## config.mk

```make
export PLATFORM = sky130hd
export DESIGN_NAME = uart_rx_dma
export DESIGN_NICKNAME = d
export VERILOG_FILES = /design/src/rtl/uart_rx_dma.sv
export SDC_FILE = /design/constraint.sdc
export NUM_CORES = 1
export LEC_CHECK = 0
export ABC_AREA = 1
export BUFFER_PORTS_ARGS = -buffer_cell sky130_fd_sc_hd__buf_2
export CORE_UTILIZATION = 45
export CTS_BUF_LIST = sky130_fd_sc_hd__clkbuf_8
export DETAILED_ROUTE_END_ITERATION = 16
export GPL_TIMING_DRIVEN = 1
export SLEW_MARGIN = 5
export SYNTH_ARGS = -nofsm -noshare
export SYNTH_HDL_FRONTEND = slang
export SYNTH_SLANG_ARGS = --single-unit
```

## constraint.sdc

```tcl
create_clock -name clk -period 4.6 [get_ports clk]
set_clock_uncertainty 0.2 [all_clocks]
set_input_delay 0.46 -clock clk [delete_from_list [all_inputs] [get_ports clk]]
set_output_delay 0.46 -clock clk [all_outputs]
set_load 0.01 [all_outputs]
```

## src/rtl/uart_rx_dma.sv

```systemverilog
//------------------------------------------------------------------------------
// uart_rx_dma
// UART receiver with an RX FIFO, a small register window and a one-word-per-
// two-clocks DMA engine that writes received bytes to memory.
// Revision: 1.0
//------------------------------------------------------------------------------
`default_nettype none

module uart_rx_dma #(
   parameter int          WORD_LEN   = 32,
   parameter int          FIFO_DEPTH = 16,
   parameter logic [31:0] BASE_ADDR  = 32'h1000,
   parameter int          DIV_W      = 16
) (
   input  logic                clk,
   input  logic                rst,
   input  logic                rx,
   input  logic                wen_core,
   input  logic                ren_core,
   input  logic [WORD_LEN-1:0] addr_d_core,
   input  logic [WORD_LEN-1:0] wdata_core,
   output logic [WORD_LEN-1:0] rdata_uart,
   output logic                intr,
   output logic                wen_uart,
   output logic [WORD_LEN-1:0] addr_d_uart,
   output logic [WORD_LEN-1:0] wdata_uart
);

   localparam int AW = $clog2(FIFO_DEPTH);
   localparam int CW = AW + 1;

   localparam logic [WORD_LEN-1:0] A_CTRL   = WORD_LEN'(BASE_ADDR + 32'h0);
   localparam logic [WORD_LEN-1:0] A_DIV    = WORD_LEN'(BASE_ADDR + 32'h4);
   localparam logic [WORD_LEN-1:0] A_STATUS = WORD_LEN'(BASE_ADDR + 32'h8);
   localparam logic [WORD_LEN-1:0] A_DMA    = WORD_LEN'(BASE_ADDR + 32'hC);
   localparam logic [WORD_LEN-1:0] A_RXDATA = WORD_LEN'(BASE_ADDR + 32'h10);

   typedef enum logic [1:0] {IDLE, START, DATA, STOP} rx_state_t;
   typedef enum logic {D_IDLE, D_WRITE} dma_state_t;

   // configuration and status registers
   logic [3:0]          ctrl;
   logic [DIV_W-1:0]    div;
   logic [WORD_LEN-1:0] dma_addr;
   logic                ovr, ferr;

   // receive path
   logic                sync1, sync2, rx_prev;
   rx_state_t           rx_state;
   logic [DIV_W-1:0]    cnt;
   logic [2:0]          bit_idx;
   logic [7:0]          shreg;

   // FIFO
   logic [7:0]          mem [FIFO_DEPTH];
   logic [AW-1:0]       wr_ptr, rd_ptr;
   logic [CW-1:0]       count;

   dma_state_t          dma_state;

   logic en, dma_en, fall, empty, full, dma_wr;
   logic sel_ctrl, sel_div, sel_status, sel_dma, sel_rxdata;
   logic bit_tick, half_tick, stop_done, push, pop, core_pop, ovr_set, ferr_set;
   logic [2:0]       last_idx;
   logic [DIV_W-1:0] eff_div, half_div;
   logic [DIV_W:0]   cnt_inc;
   logic [7:0]       head;
   logic [WORD_LEN-1:0] head_ext, status_v;
   logic unused_wdata;

   assign unused_wdata = ^wdata_core;

   assign en       = ctrl[0];
   assign dma_en   = ctrl[1];
   assign last_idx = 3'd4 + {1'b0, ctrl[3:2]};
   // divisors below 2 would make the half-bit wait zero, so clamp them
   assign eff_div  = (div < DIV_W'(2)) ? DIV_W'(2) : div;
   assign half_div = eff_div >> 1;
   assign cnt_inc  = {1'b0, cnt} + (DIV_W+1)'(1);
   // >= rather than == so a divisor shrunk mid-frame cannot strand the counter
   assign bit_tick  = cnt_inc >= {1'b0, eff_div};
   assign half_tick = cnt_inc >= {1'b0, half_div};
   assign fall      = rx_prev & ~sync2;

   assign empty    = (count == '0);
   assign full     = (count == CW'(FIFO_DEPTH));
   assign head     = mem[rd_ptr];
   assign head_ext = {{(WORD_LEN-8){1'b0}}, head};
   assign dma_wr   = (dma_state == D_WRITE);

   assign sel_ctrl   = (addr_d_core == A_CTRL);
   assign sel_div    = (addr_d_core == A_DIV);
   assign sel_status = (addr_d_core == A_STATUS);
   assign sel_dma    = (addr_d_core == A_DMA);
   assign sel_rxdata = (addr_d_core == A_RXDATA);

   // the DMA engine owns the pop during its write cycle, so the core never pops then
   assign core_pop  = ren_core & sel_rxdata & ~dma_en & ~empty & ~dma_wr;
   assign pop       = dma_wr | core_pop;
   assign stop_done = en & (rx_state == STOP) & bit_tick;
   assign push      = stop_done & sync2 & (~full | pop);
   assign ovr_set   = stop_done & sync2 & full & ~pop;
   assign ferr_set  = stop_done & ~sync2;

   assign intr        = dma_wr;
   assign wen_uart    = dma_wr;
   assign addr_d_uart = dma_wr ? dma_addr : '0;
   assign wdata_uart  = dma_wr ? head_ext : '0;

   // register read mux; quiet (zero) unless the core is actually reading
   always_comb begin
      status_v       = '0;
      status_v[7:0]  = 8'(count);
      status_v[8]    = ovr;
      status_v[9]    = ferr;
      status_v[10]   = empty;
      rdata_uart     = '0;
      if (ren_core) begin
         if (sel_ctrl)        rdata_uart = {{(WORD_LEN-4){1'b0}}, ctrl};
         else if (sel_div)    rdata_uart = WORD_LEN'(div);
         else if (sel_status) rdata_uart = status_v;
         else if (sel_dma)    rdata_uart = dma_addr;
         else if (sel_rxdata) rdata_uart = empty ? '0 : head_ext;
      end
   end

   // two-flop synchroniser plus one history flop for falling-edge detection
   always_ff @(posedge clk or posedge rst) begin
      if (rst) begin
         sync1   <= 1'b1;
         sync2   <= 1'b1;
         rx_prev <= 1'b1;
      end else begin
         sync1   <= rx;
         sync2   <= sync1;
         rx_prev <= sync2;
      end
   end

   // receive state machine: start-bit check at half bit, then one sample per bit
   always_ff @(posedge clk or posedge rst) begin
      if (rst) begin
         rx_state <= IDLE;
         cnt      <= '0;
         bit_idx  <= '0;
         shreg    <= '0;
      end else if (!en) begin
         rx_state <= IDLE;
         cnt      <= '0;
      end else begin
         case (rx_state)
            IDLE: begin
               cnt <= '0;
               if (fall) begin
                  rx_state <= START;
                  shreg    <= '0;
               end
            end
            START: begin
               if (half_tick) begin
                  cnt      <= '0;
                  bit_idx  <= '0;
                  rx_state <= sync2 ? IDLE : DATA;
               end else begin
                  cnt <= cnt + DIV_W'(1);
               end
            end
            DATA: begin
               if (bit_tick) begin
                  cnt            <= '0;
                  shreg[bit_idx] <= sync2;
                  if (bit_idx >= last_idx) rx_state <= STOP;
                  else                     bit_idx  <= bit_idx + 3'd1;
               end else begin
                  cnt <= cnt + DIV_W'(1);
               end
            end
            default: begin
               if (bit_tick) begin
                  cnt      <= '0;
                  rx_state <= IDLE;
               end else begin
                  cnt <= cnt + DIV_W'(1);
               end
            end
         endcase
      end
   end

   // FIFO storage
   always_ff @(posedge clk) begin
      if (push) mem[wr_ptr] <= shreg;
   end

   // FIFO pointers and occupancy
   always_ff @(posedge clk or posedge rst) begin
      if (rst) begin
         wr_ptr <= '0;
         rd_ptr <= '0;
         count  <= '0;
      end else begin
         if (push) wr_ptr <= wr_ptr + AW'(1);
         if (pop)  rd_ptr <= rd_ptr + AW'(1);
         if (push && !pop)      count <= count + CW'(1);
         else if (pop && !push) count <= count - CW'(1);
      end
   end

   // control registers; core write to DMA_ADDR beats the post-write increment
   always_ff @(posedge clk or posedge rst) begin
      if (rst) begin
         ctrl     <= '0;
         div      <= DIV_W'(868);
         dma_addr <= '0;
         ovr      <= 1'b0;
         ferr     <= 1'b0;
      end else begin
         if (wen_core && sel_ctrl) ctrl <= wdata_core[3:0];
         if (wen_core && sel_div)  div  <= DIV_W'(wdata_core);
         if (wen_core && sel_dma)  dma_addr <= {wdata_core[WORD_LEN-1:2], 2'b00};
         else if (dma_wr)          dma_addr <= dma_addr + WORD_LEN'(4);
         if (ovr_set)                                 ovr  <= 1'b1;
         else if (wen_core && sel_status && wdata_core[8]) ovr  <= 1'b0;
         if (ferr_set)                                ferr <= 1'b1;
         else if (wen_core && sel_status && wdata_core[9]) ferr <= 1'b0;
      end
   end

   // DMA engine: one write cycle, then one idle cycle
   always_ff @(posedge clk or posedge rst) begin
      if (rst) begin
         dma_state <= D_IDLE;
      end else begin
         case (dma_state)
            D_IDLE:  if (dma_en && !empty) dma_state <= D_WRITE;
            default: dma_state <= D_IDLE;
         endcase
      end
   end

endmodule

`default_nettype wire
```

Word level (Yosys, flattened, before mapping)
Memory sizes are Yosys's and may differ from the RTL's. Index checks and enable logic that the tools add are counted.

Flip-flop bits (word level): 100. Bits in writable memories: 128. Input port bits: 69. Word-level logic and storage cells: 138. Memories: 1.

Add/subtract/negate cells: 9. Order comparisons: 6. Equal/unequal tests: 18. Multiplexer cells: 44. Bitwise gates (word level): 20. Reductions and logical operators: 24.

Memories: mem (words 16, bits a word 8, rd ports 1, clocked after memory_dff 0, wr ports 1, line 55) `logic [7:0] mem [FIFO_DEPTH];`.

Operators with widths (number): two-way mux 32 bit (8); == test 32 x 13 -> 1 bit (second input constant) (5); two-way mux 16 bit (4); two-way mux 8 bit (5); adder 32 x 3 -> 32 bit (second input constant) (1); one-hot mux 16 bit (2 select lines) (1); adder 16 x 1 -> 17 bit (second input constant) (1); >= comparator 17 x 15 -> 1 bit (1); >= comparator 17 x 16 -> 1 bit (1); adder 16 x 1 -> 16 bit (second input constant) (1); < comparator 16 x 2 -> 1 bit (second input constant) (1); one-hot mux 8 bit (2 select lines) (1); two-way mux 2 bit (7); AND 1 bit (12); != test 3 bit (second input constant) (4); nonzero test 2 bit (6); logical AND 1 bit (10); two-way mux 5 bit (2); AND reduction 5 bit (2); two-way mux 1 bit (9); two-way mux 3 bit (3); adder 4 x 1 -> 4 bit (second input constant) (2); bitwise mux 8 bit (1); != test 2 bit (second input constant) (4); other kinds (20) (29).

Depth between registers and ports, before layout
Gate-level depths: netlist of the first run.

Depth in word-level cells: 12. Gate-level depth with buffers: 33. Gate-level depth less buffers: 33.

Worst setup path after synthesis of the first run
No wires, ideal clock.

Kind: register to register. From: register cnt[0]. To: register count[4]. Arrival: 3.867 ns. Required time: 4.275 ns. Slack: 0.407 ns. Stages on the path, launching flop included: 34. Path buffers: 0. Clock period less this slack: 4.193 ns. Path through: dfrtp_1 ha_1 nand3_1 nor2_2 nand2_1 nor2_1 inv_1 nor3_1 inv_1 nand2_1 inv_1 ha_1 nand2_1 nor2_1 nand2_1 inv_1 o21ai_0 nand3_1 nand2_1 nand2_1 nand2_1 nand2_1 nand4_2 inv_1 ha_1 inv_1 ha_1 nand2_1 nor2_1 a211oi_1 nand2_1 nand2_1 nor2_1 xor2_1.

Longest elaborated chain between the ends: 8.

Ends and longest elaborated chain: start: declaration (line 50) `logic [DIV_W-1:0] cnt;`; start signal: assignment (line 165) `cnt <= cnt + DIV_W'(1);`; start signal: assignment (line 175) `cnt <= cnt + DIV_W'(1);`; start signal: assignment (line 183) `cnt <= cnt + DIV_W'(1);`; adder 16 x 1 -> 17 bit (*) (line 79) `assign cnt_inc = {1'b0, cnt} + (DIV_W+1)'(1);`; >= comparator 17 x 16 -> 1 bit (*) (line 81) `assign bit_tick = cnt_inc >= {1'b0, eff_div};`; AND 1 bit (*) (line 100) `assign stop_done = en & (rx_state == STOP) & bit_tick;`; AND 1 bit (*) (2 in series) (line 101) `assign push = stop_done & sync2 & (~full | pop);`; named net push (line 63) `logic bit_tick, half_tick, stop_done, push, pop, core_pop, ovr_set, ferr_set;`; logical NOT 1 bit (line 205) `else if (pop && !push) count <= count - CW'(1);`; logical AND 1 bit (line 205); nonzero test 2 bit (no line); end signal: assignment (line 204) `if (push && !pop) count <= count + CW'(1);`; end signal: assignment (line 205); end: declaration (line 57) `logic [CW-1:0] count;`.

The timed path passes the listed nets; every way through them passes the cells marked *. A chain may end at the register's enable or synchronous reset.

Worst setup path in the final report of the first run
Ends and elaborated chain as after synthesis.

==> flow_metrics.env, run 1 <==
export IMPL_synthDistinctLibCells=46
export IMPL_critPathKind="flop to flop"
export IMPL_dieArea_mm2=0.0290
export IMPL_num_rows=61
export IMPL_grt_overflow=0
export IMPL_hold_path_depth=3
export IMPL_clockRootBuffer="clkbuf_8"
export IMPL_cts_tree="yes"
export IMPL_instances_no_fill=2069
export IMPL_place_inst=1966
export IMPL_numCtsBuffers=41
export IMPL_switching_share_pct=22.5
export IMPL_antenna_cells=0
export IMPL_timing_rr_end="count[4]"
export IMPL_grt_usage_pct=24.4
export IMPL_internal_power_w=0.00311
export IMPL_rr_worst_depth=31
export IMPL_post_drt_wl_per_cell_um=16.8
export IMPL_grt_pass1_vias=10249
export IMPL_outcome="completed"
export IMPL_p_sw_w=0.000901
export IMPL_r2r_start="cnt[0]"
export IMPL_grt_pass1_wl_um=54600
export IMPL_pwr_share_seq_pct=53.1
export IMPL_power_w=0.00401
export IMPL_core_area_mm2=0.0279
export IMPL_path_max_fanout=4
export IMPL_p_comb_share_pct=2.7
export IMPL_drc=0
export IMPL_fp_dieH_um=170
export IMPL_worst_pin_slew_ps=1050
export IMPL_wl_um=34700
export IMPL_finalHoldViolations=0
export IMPL_holdPathEnd="div[9]"
export IMPL_area_growth_pct=16.9
export IMPL_endpoint_kind="flop"
export IMPL_place_congestion=0.906
export IMPL_seq_area_frac_synth_pct=49.5
export IMPL_r2r_setup_slack_ps=360
export IMPL_grt_max_degree=70
export IMPL_layout_min_cycle_time_ps=4240
export IMPL_yosys_most_used_dff="edfxtp_1"
export IMPL_maxSlewHeadroom_pct=30.2
export IMPL_via_per_inst=5.25
export IMPL_async_flop_share_pct=43.4
export IMPL_p_per_area_mw_per_mm2=269
export IMPL_arrival_ps=4470
export IMPL_hold_class="input port to flop"
export IMPL_cts_sinks=226
export IMPL_clock_path_buffers=3
export IMPL_p_leak_nw=7.09
export IMPL_drive_gt1_share_pct=16.7
export IMPL_antenna_found_initial=0
export IMPL_clockPowerShare_pct=44.2
export IMPL_htree_levels=2
export IMPL_fp_dieW_um=170
export IMPL_hold_slack_ps=27.5
export IMPL_postSynthAreaPerCell_um2=8.66
export IMPL_ant_nets=0
export IMPL_finalCritPeriodShare_pct=92.2
export IMPL_initial_core_util_pct=45.8
export IMPL_ys_warn_count=0
export IMPL_hp_start="wdata_core[9]"
export IMPL_synth_seq_cells=226
export IMPL_slowest_stage="dfrtp_1"
export IMPL_synth_edff_count=128
export IMPL_first_iter_violations=878
export IMPL_mostFrequentLayoutCells="nand2_1, inv_1, buf_2, edfxtp_1, nor2_1"
export IMPL_critPathLaunchType="flop"
export IMPL_io_pins=167
export IMPL_vias=10868
export IMPL_cts_reportedPaths_clkPinSlew_ps=60
export IMPL_cp_common_cell="nand2_1"
export IMPL_firstDrtPassIters=5
export IMPL_ir_drop_mv=0.153
export IMPL_port_buffers=140
export IMPL_netlist_instances=1473
export IMPL_hpwl_um=24700
export IMPL_synth_area_mm2=0.0128
export IMPL_setup_viol=0
export IMPL_slew_viol_final=0
export IMPL_slowest_delay_ps=350
export IMPL_final_util_pct=53.5
export IMPL_drv_cap=0
export IMPL_fmax_mhz=236
export IMPL_clock_latency_ps=560
export IMPL_layout_nets=1777
export IMPL_cp_data_required_time_ps=4820
export IMPL_layout_commonest_cell="nand2_1"
export IMPL_fin_setup_tns_ps=0
## logic make-up after synthesis
group	after synthesis	share of synthesized area, %
xor gates and xnor gates	42	2.88
DFF	226	49.5
AOI/OAI and AO/OA	232	11.1
other	1	0.0294
and+or+nand+nor	640	22.0
buffers and inverters	285	9.84
adders and majority gates	47	4.67
## how the worst max path moves through the flow
stage / start / end / slack (ps) / cells past startpoint
5_1_grt: cnt[0] / count[3] / -20 / 32
2_1_floorplan: cnt[0] / count[4] / 410 / 33
3_3_place_gp: cnt[0] / count[4] / 120 / 33
3_5_place_dp: cnt[0] / count[4] / -30 / 33
4_1_cts: cnt[0] / count[4] / 10 / 33
6_report: cnt[0] / count[4] / 360 / 31
## Yosys cell counts, types with 6 or more instances
cell        n  area share (%)
xor2_1     39             2.7
nand3_1    71             2.8
clkbuf_1   24            0.71
o211ai_1   30             1.8
buf_6       6            0.53
inv_2       6            0.18
o22ai_1    17            0.83
o221ai_1    8            0.55
nor4_1     11            0.54
a21oi_1    62             2.4
nand4_1    39             1.9
ha_1       46             4.5
o21ai_0    62             2.4
o21ai_1     7            0.27
dfstp_2     8             1.6
dfrtp_1    90              18
a211oi_1   15            0.88
buf_2      16            0.63
edfxtp_1  128              30
buf_4      32             1.9
o21ai_2    14            0.96
nor3_1     59             2.3
nand2_1   318             9.4
nor2_1    119             3.5
inv_1     197             5.8
## final cells by class
type	instances	area [um^2]
clock buffer	44	606
clock inverter	29	148
fill	2590	12900
inverter	205	774
multi-input combinational	987	5380
sequential	226	6310
tap	378	473
timing repair buffer	200	1220
## repair_timing
item | in CTS | in global routing
endpoints found under the setup margin | 1 | 3
buffers inserted | 0 | 2
resized for setup | 1 | 18
cloned | 0 | 0
hold endpoints to repair | 96 | 0
hold buffers | 28 | 0
pin swaps | 0 | 6
## routing by layer
layer | share of wire, % | vias to the layer above | wire length, um | global-route usage, %
li1 | - | 5274 | - | -
met4 | 3.0 | 0 | 1050 | 9.20
met2 | 44 | 369 | 15300 | 37.4
met3 | 6.0 | 64 | 2090 | 3.86
met1 | 47 | 5161 | 16300 | 34.6
met5 | 0 | - | 0 | 0
## power by group through the flow
stage | Combinational, W | Sequential [W] | Clock, W
5_1_grt | 0.000119 | 0.00213 | 0.00189
2_1_floorplan | 0.0000568 | 0.00217 | 0
6_report | 0.000106 | 0.00213 | 0.00177
3_5_place_dp | 0.0000893 | 0.00217 | 0
4_1_cts | 0.000107 | 0.00213 | 0.00181
3_3_place_gp | 0.0000891 | 0.00217 | 0
## per-stage QoR
step,area (um^2),worst slack (ps)
2_1_floorplan,12800,407
3_3_place_gp,13800,125
3_5_place_dp,13800,-27.6
4_1_cts,14800,12.0
5_1_grt,14900,-16.4
6_report,14900,358
## state kept, by name, summed over array words and instances, names as in the netlist
signal / flops
bit_idx: 3
intr: 1
sync1: 1
sync2: 1
rx_prev: 1
ferr: 1
rd_ptr: 4
ovr: 1
shreg: 8
wr_ptr: 4
mem: 128
dma_addr: 30
ctrl: 4
rx_state: 2
count: 5
div: 16
cnt: 16
## critical path, delay by kind of cell, from the launching register on
kind / cells / cell delay (ps)
AOI/OAI and AO/OA: 3 / 490
DFF: 1 / 350
xor gates and xnor gates: 1 / 130
adders and majority gates: 4 / 870
and+or+nand+nor: 18 / 1620
buffers and inverters: 5 / 430
Note: power is estimated with default switching activity, not from simulation.
==> run 2, diff against run 1 <==
--- a/config.mk
+++ b/config.mk
@@ -8,8 +8,9 @@
 export ABC_AREA = 1
 export BUFFER_PORTS_ARGS = -buffer_cell sky130_fd_sc_hd__buf_2
 export CORE_UTILIZATION = 45
-export CTS_BUF_LIST = sky130_fd_sc_hd__clkbuf_8
+export CTS_BUF_LIST = sky130_fd_sc_hd__clkbuf_4 sky130_fd_sc_hd__clkbuf_8
 export DETAILED_ROUTE_END_ITERATION = 16
+export GPL_ROUTABILITY_DRIVEN = 0
 export GPL_TIMING_DRIVEN = 1
 export SLEW_MARGIN = 5
 export SYNTH_ARGS = -nofsm -noshare
==> flow_metrics.env, run 2 (synthesis results as in run 1) <==
export IMPL_outcome="completed"
export IMPL_post_drt_wl_per_cell_um=16.9
export IMPL_cts_reportedPaths_clkPinSlew_ps=60
export IMPL_pwr_share_seq_pct=51.8
export IMPL_drive_gt1_share_pct=17.2
export IMPL_ir_drop_mv=0.181
export IMPL_cts_tree="yes"
export IMPL_worst_pin_slew_ps=1070
export IMPL_maxSlewHeadroom_pct=28.4
export IMPL_r2r_setup_slack_ps=290
export IMPL_clock_latency_ps=560
export IMPL_grt_pass1_wl_um=54800
export IMPL_clock_path_buffers=3
export IMPL_num_rows=61
export IMPL_grt_pass1_vias=10106
export IMPL_via_per_inst=5.22
export IMPL_ant_nets=0
export IMPL_largest_reg_flops=128
export IMPL_numCtsBuffers=40
export IMPL_mostFrequentLayoutCells="nand2_1, inv_1, buf_2, edfxtp_1, nor2_1"
export IMPL_drc=0
export IMPL_grt_usage_pct=24.5
export IMPL_timing_rr_end="count[4]"
export IMPL_antenna_found_initial=0
export IMPL_hold_path_depth=3
export IMPL_vias=10765
export IMPL_arrival_ps=4560
export IMPL_fmax_mhz=232
export IMPL_slowest_delay_ps=350
export IMPL_layout_commonest_cell="nand2_1"
export IMPL_layout_nets=1771
export IMPL_port_buffers=140
export IMPL_p_sw_w=0.000928
export IMPL_htree_levels=2
export IMPL_cp_depth=33
export IMPL_cp_data_required_time_ps=4850
export IMPL_cp_common_cell="nand2_1"
export IMPL_top_register="mem"
export IMPL_switching_share_pct=22.6
export IMPL_num_fill_cells=2611
export IMPL_cts_sinks=226
export IMPL_top_regs="mem: 128 flops, dma_addr: 30 flops"
export IMPL_cts_setup_buffers=0
export IMPL_grt_overflow=0
export IMPL_holdPathEnd="dma_addr[31]"
export IMPL_crit_family="simple AND/OR/NAND/NOR gates"
export IMPL_p_per_area_mw_per_mm2=277
export IMPL_fp_dieW_um=170
export IMPL_hp_start="wdata_core[31]"
export IMPL_slew_viol_final=0
export IMPL_critPathKind="flop to flop"
export IMPL_core_area_mm2=0.0279
export IMPL_io_pins=167
export IMPL_wl_um=34900
export IMPL_internal_power_w=0.00319
export IMPL_antenna_cells=0
export IMPL_firstDrtPassIters=5
export IMPL_clockPowerShare_pct=45.7
export IMPL_slowest_stage="dfrtp_1"
export IMPL_dieArea_mm2=0.0290
export IMPL_setup_viol=0
export IMPL_layout_min_cycle_time_ps=4310
export IMPL_critPathLaunchType="flop"
export IMPL_fp_dieH_um=170
export IMPL_fin_setup_tns_ps=0
export IMPL_drv_cap=0
export IMPL_hpwl_um=24600
export IMPL_cp_num_buf_inv=6
export IMPL_grt_max_degree=73
export IMPL_power_w=0.00412
export IMPL_p_comb_share_pct=2.6
export IMPL_r2r_start="cnt[0]"
export IMPL_finalHoldViolations=0
export IMPL_first_iter_violations=966
export IMPL_hold_slack_ps=26.9
export IMPL_area_growth_pct=16.7
export IMPL_path_max_fanout=4
export IMPL_p_leak_nw=7.01
export IMPL_clockRootBuffer="clkbuf_8"
export IMPL_hold_class="input port to flop"
export IMPL_initial_core_util_pct=45.8
export IMPL_rr_worst_depth=33
export IMPL_finalCritPeriodShare_pct=93.7
export IMPL_endpoint_kind="flop"
==> run 2: what timing repair did <==
action / CTS / global route
endpoints found under the setup margin: 0 / 3
hold endpoints to repair: 97 / 1
hold buffers: 26 / 1
gates resized for setup: 0 / 14
==> run 2: worst max-delay path by stage <==
stage                     endpoint  slack (ps)    from
after detailed placement  count[4]         100  cnt[0]
final                     count[4]         290  cnt[0]
after CTS                 count[4]         100  cnt[0]
after global routing      count[4]         -20  cnt[0]
after floorplan           count[4]         410  cnt[0]
after global placement    count[4]         220  cnt[0]
==> run 2: power groups by stage <==
stage / Combinational, W / Clock, W / Sequential [W]
3_3_place_gp: 0.0000894 / 0 / 0.00217
6_report: 0.000106 / 0.00188 / 0.00213
3_5_place_dp: 0.0000899 / 0 / 0.00217
2_1_floorplan: 0.0000568 / 0 / 0.00217
4_1_cts: 0.000107 / 0.00191 / 0.00213
5_1_grt: 0.000119 / 0.00200 / 0.00213
==> run 2: worst register-to-register path, delay by kind of cell (launching register included) <==
kind | cells | cell delay (ps)
AOI/OAI and AO/OA | 2 | 280
adders and majority gates | 4 | 970
and+or+nand+nor | 20 | 1840
xor gates and xnor gates | 1 | 130
DFF | 1 | 350
buffers and inverters | 6 | 460
==> run 2: stage by stage <==
| step | setup WS (ps) | util, % | instances | instance area, um^2 |
|---|---|---|---|---|
| finish | 291 | 53.4 | 2063 | 14900 |
| global route | -22.4 | 53.4 | 2063 | 14900 |
| CTS | 104 | 53.2 | 2062 | 14800 |
| detailed placement | 101 | 49.4 | 1964 | 13700 |
| global placement | 224 | 49.4 | 1964 | 13700 |
| floorplan | 407 | - | 1498 | 12800 |
==> run 2: area by class of cell <==
class / instances / area, um^2 / share of cell area (%)
clock buffers: 55 / 676 / 4.54
clock inverters: 17 / 125 / 0.841
inverters: 205 / 774 / 5.20
multi-input cells: 987 / 5340 / 35.9
flip-flops and latches: 226 / 6310 / 42.4
well taps: 378 / 473 / 3.18
repair buffers: 195 / 1180 / 7.94
==> run 2: routing by layer <==
| layer | track usage [%] | routed length [um] | vias to the layer above |
|---|---|---|---|
| met5 | 0 | 0 | - |
| met4 | 8.58 | 1000 | 0 |
| met3 | 3.98 | 2190 | 67 |
| met2 | 36.0 | 15100 | 361 |
| met1 | 36.2 | 16600 | 5066 |
| li1 | - | - | 5271 |
==> run 3, diff against run 2 <==
--- a/config.mk
+++ b/config.mk
@@ -7,6 +7,7 @@
 export LEC_CHECK = 0
 export ABC_AREA = 1
 export BUFFER_PORTS_ARGS = -buffer_cell sky130_fd_sc_hd__buf_2
+export CORE_ASPECT_RATIO = 0.6
 export CORE_UTILIZATION = 45
 export CTS_BUF_LIST = sky130_fd_sc_hd__clkbuf_4 sky130_fd_sc_hd__clkbuf_8
 export DETAILED_ROUTE_END_ITERATION = 16
==> flow_metrics.env, run 3 (synthesis results as in run 1) <==
export IMPL_first_iter_violations=1094
export IMPL_core_area_mm2=0.0277
export IMPL_mostFrequentLayoutCells="nand2_1, inv_1, buf_2, edfxtp_1, nor2_1"
export IMPL_antenna_cells=0
export IMPL_port_buffers=140
export IMPL_layout_min_cycle_time_ps=4310
export IMPL_slew_viol_final=0
export IMPL_hold_slack_ps=58.4
export IMPL_finalCritPeriodShare_pct=93.8
export IMPL_firstDrtPassIters=5
export IMPL_p_per_area_mw_per_mm2=271
export IMPL_outcome="completed"
export IMPL_hpwl_um=27100
export IMPL_vias=10947
export IMPL_post_place_ws_ps=87.2
export IMPL_crit_family="simple AND/OR/NAND/NOR gates"
export IMPL_fp_dieH_um=132
export IMPL_numCtsBuffers=36
export IMPL_num_fill_cells=2627
export IMPL_critPathLaunchType="flop"
export IMPL_top_regs="mem: 128 flops, dma_addr: 30 flops"
export IMPL_top_register="mem"
export IMPL_fmax_mhz=232
export IMPL_endpoint_kind="flop"
export IMPL_ir_drop_mv=0.150
export IMPL_grt_max_degree=69
export IMPL_via_per_inst=5.33
export IMPL_finalHoldViolations=0
export IMPL_cp_data_required_time_ps=4840
export IMPL_arrival_ps=4550
export IMPL_slowest_delay_ps=350
export IMPL_grt_overflow=0
export IMPL_clock_latency_ps=560
export IMPL_dieArea_mm2=0.0290
export IMPL_maxSlewHeadroom_pct=23.2
export IMPL_drv_cap=0
export IMPL_p_leak_nw=7.02
export IMPL_area_growth_pct=16.7
export IMPL_initial_core_util_pct=46.0
export IMPL_io_pins=167
export IMPL_post_drt_wl_per_cell_um=18.2
export IMPL_fp_dieW_um=219
export IMPL_antenna_found_initial=0
export IMPL_drive_gt1_share_pct=17.8
export IMPL_htree_levels=2
export IMPL_clock_path_buffers=3
export IMPL_wl_um=37300
export IMPL_grt_pass1_wl_um=57400
export IMPL_setup_slack_ps=286
export IMPL_critPathKind="flop to flop"
export IMPL_largest_reg_flops=128
export IMPL_cts_sinks=226
export IMPL_layout_commonest_cell="nand2_1"
export IMPL_layout_nets=1775
export IMPL_grt_pass1_vias=9990
export IMPL_cts_reportedPaths_clkPinSlew_ps=60
export IMPL_hold_class="input port to flop"
export IMPL_cp_common_cell="nand2_1"
export IMPL_cts_tree="yes"
export IMPL_slowest_stage="dfrtp_1"
export IMPL_path_max_fanout=4
export IMPL_cp_num_buf_inv=6
export IMPL_drc=0
export IMPL_grt_usage_pct=25.8
export IMPL_num_rows=47
export IMPL_clockRootBuffer="clkbuf_8"
export IMPL_power_w=0.00404
export IMPL_ant_nets=0
export IMPL_worst_pin_slew_ps=1150
export IMPL_setup_viol=0
run 3: metrics by stage:
step           instance area [um^2]  instances  util (%)  setup TNS, ps
6_report                      14900       2053      53.7              0
3_5_place_dp                  13800       1955      49.6              0
2_1_floorplan                 12800       1498         -              0
3_3_place_gp                  13800       1955      49.6              0
5_1_grt                       14900       2053      53.7          -34.3
4_1_cts                       14800       2050      53.4              0
run 3: area by class of cell:
| type | count | area [um^2] | area share, % |
|---|---|---|---|
| well taps | 367 | 459 | 3.09 |
| multi-input cells | 987 | 5360 | 36.0 |
| clock buffers | 51 | 633 | 4.25 |
| clock inverters | 14 | 96.3 | 0.647 |
| repair buffers | 203 | 1250 | 8.39 |
| flip-flops and latches | 226 | 6310 | 42.4 |
| inverters | 205 | 774 | 5.20 |
run 3: report_power, final:
part           switching [W]  internal (W)  total, W
sequential        0.00000124       0.00213   0.00213
combinational      0.0000687     0.0000426  0.000111
clock               0.000848      0.000951   0.00180
total               0.000917       0.00312   0.00404
run 3: what timing repair did:
item | in CTS | in global routing
setup buffers | 0 | 3
gates resized for setup | 0 | 20
endpoints found under the setup margin | 0 | 3
hold endpoints to repair | 95 | 0
hold buffers | 30 | 0
run 3: worst paths after layout:
check,from,end,slack [ps],cells after the start
worst max-delay path,cnt[0],count[4],290,32
worst min-delay path,wdata_core[8],div[8],60,3
worst max register to register,cnt[0],count[4],290,32
worst min register to register,sync1,sync2,150,0
max in group asynchronous,rst,div[9],2700,4
min in group asynchronous,rst,dma_addr[28],470,3
run 3: layer usage:
layer | vias up | GRT usage [%] | wire (um) | share of wire [%]
met3 | 51 | 6.32 | 3280 | 8.8
met4 | 0 | 5.67 | 585 | 1.6
li1 | 5270 | - | - | -
met5 | - | 0 | 0 | 0
met1 | 5186 | 43.7 | 19500 | 52
met2 | 440 | 31.7 | 13900 | 37
run 3: tightest hold or removal path, stage by stage:
cell and delay (ps):
buf_2 110, inv_1 160, o21ai_2 90
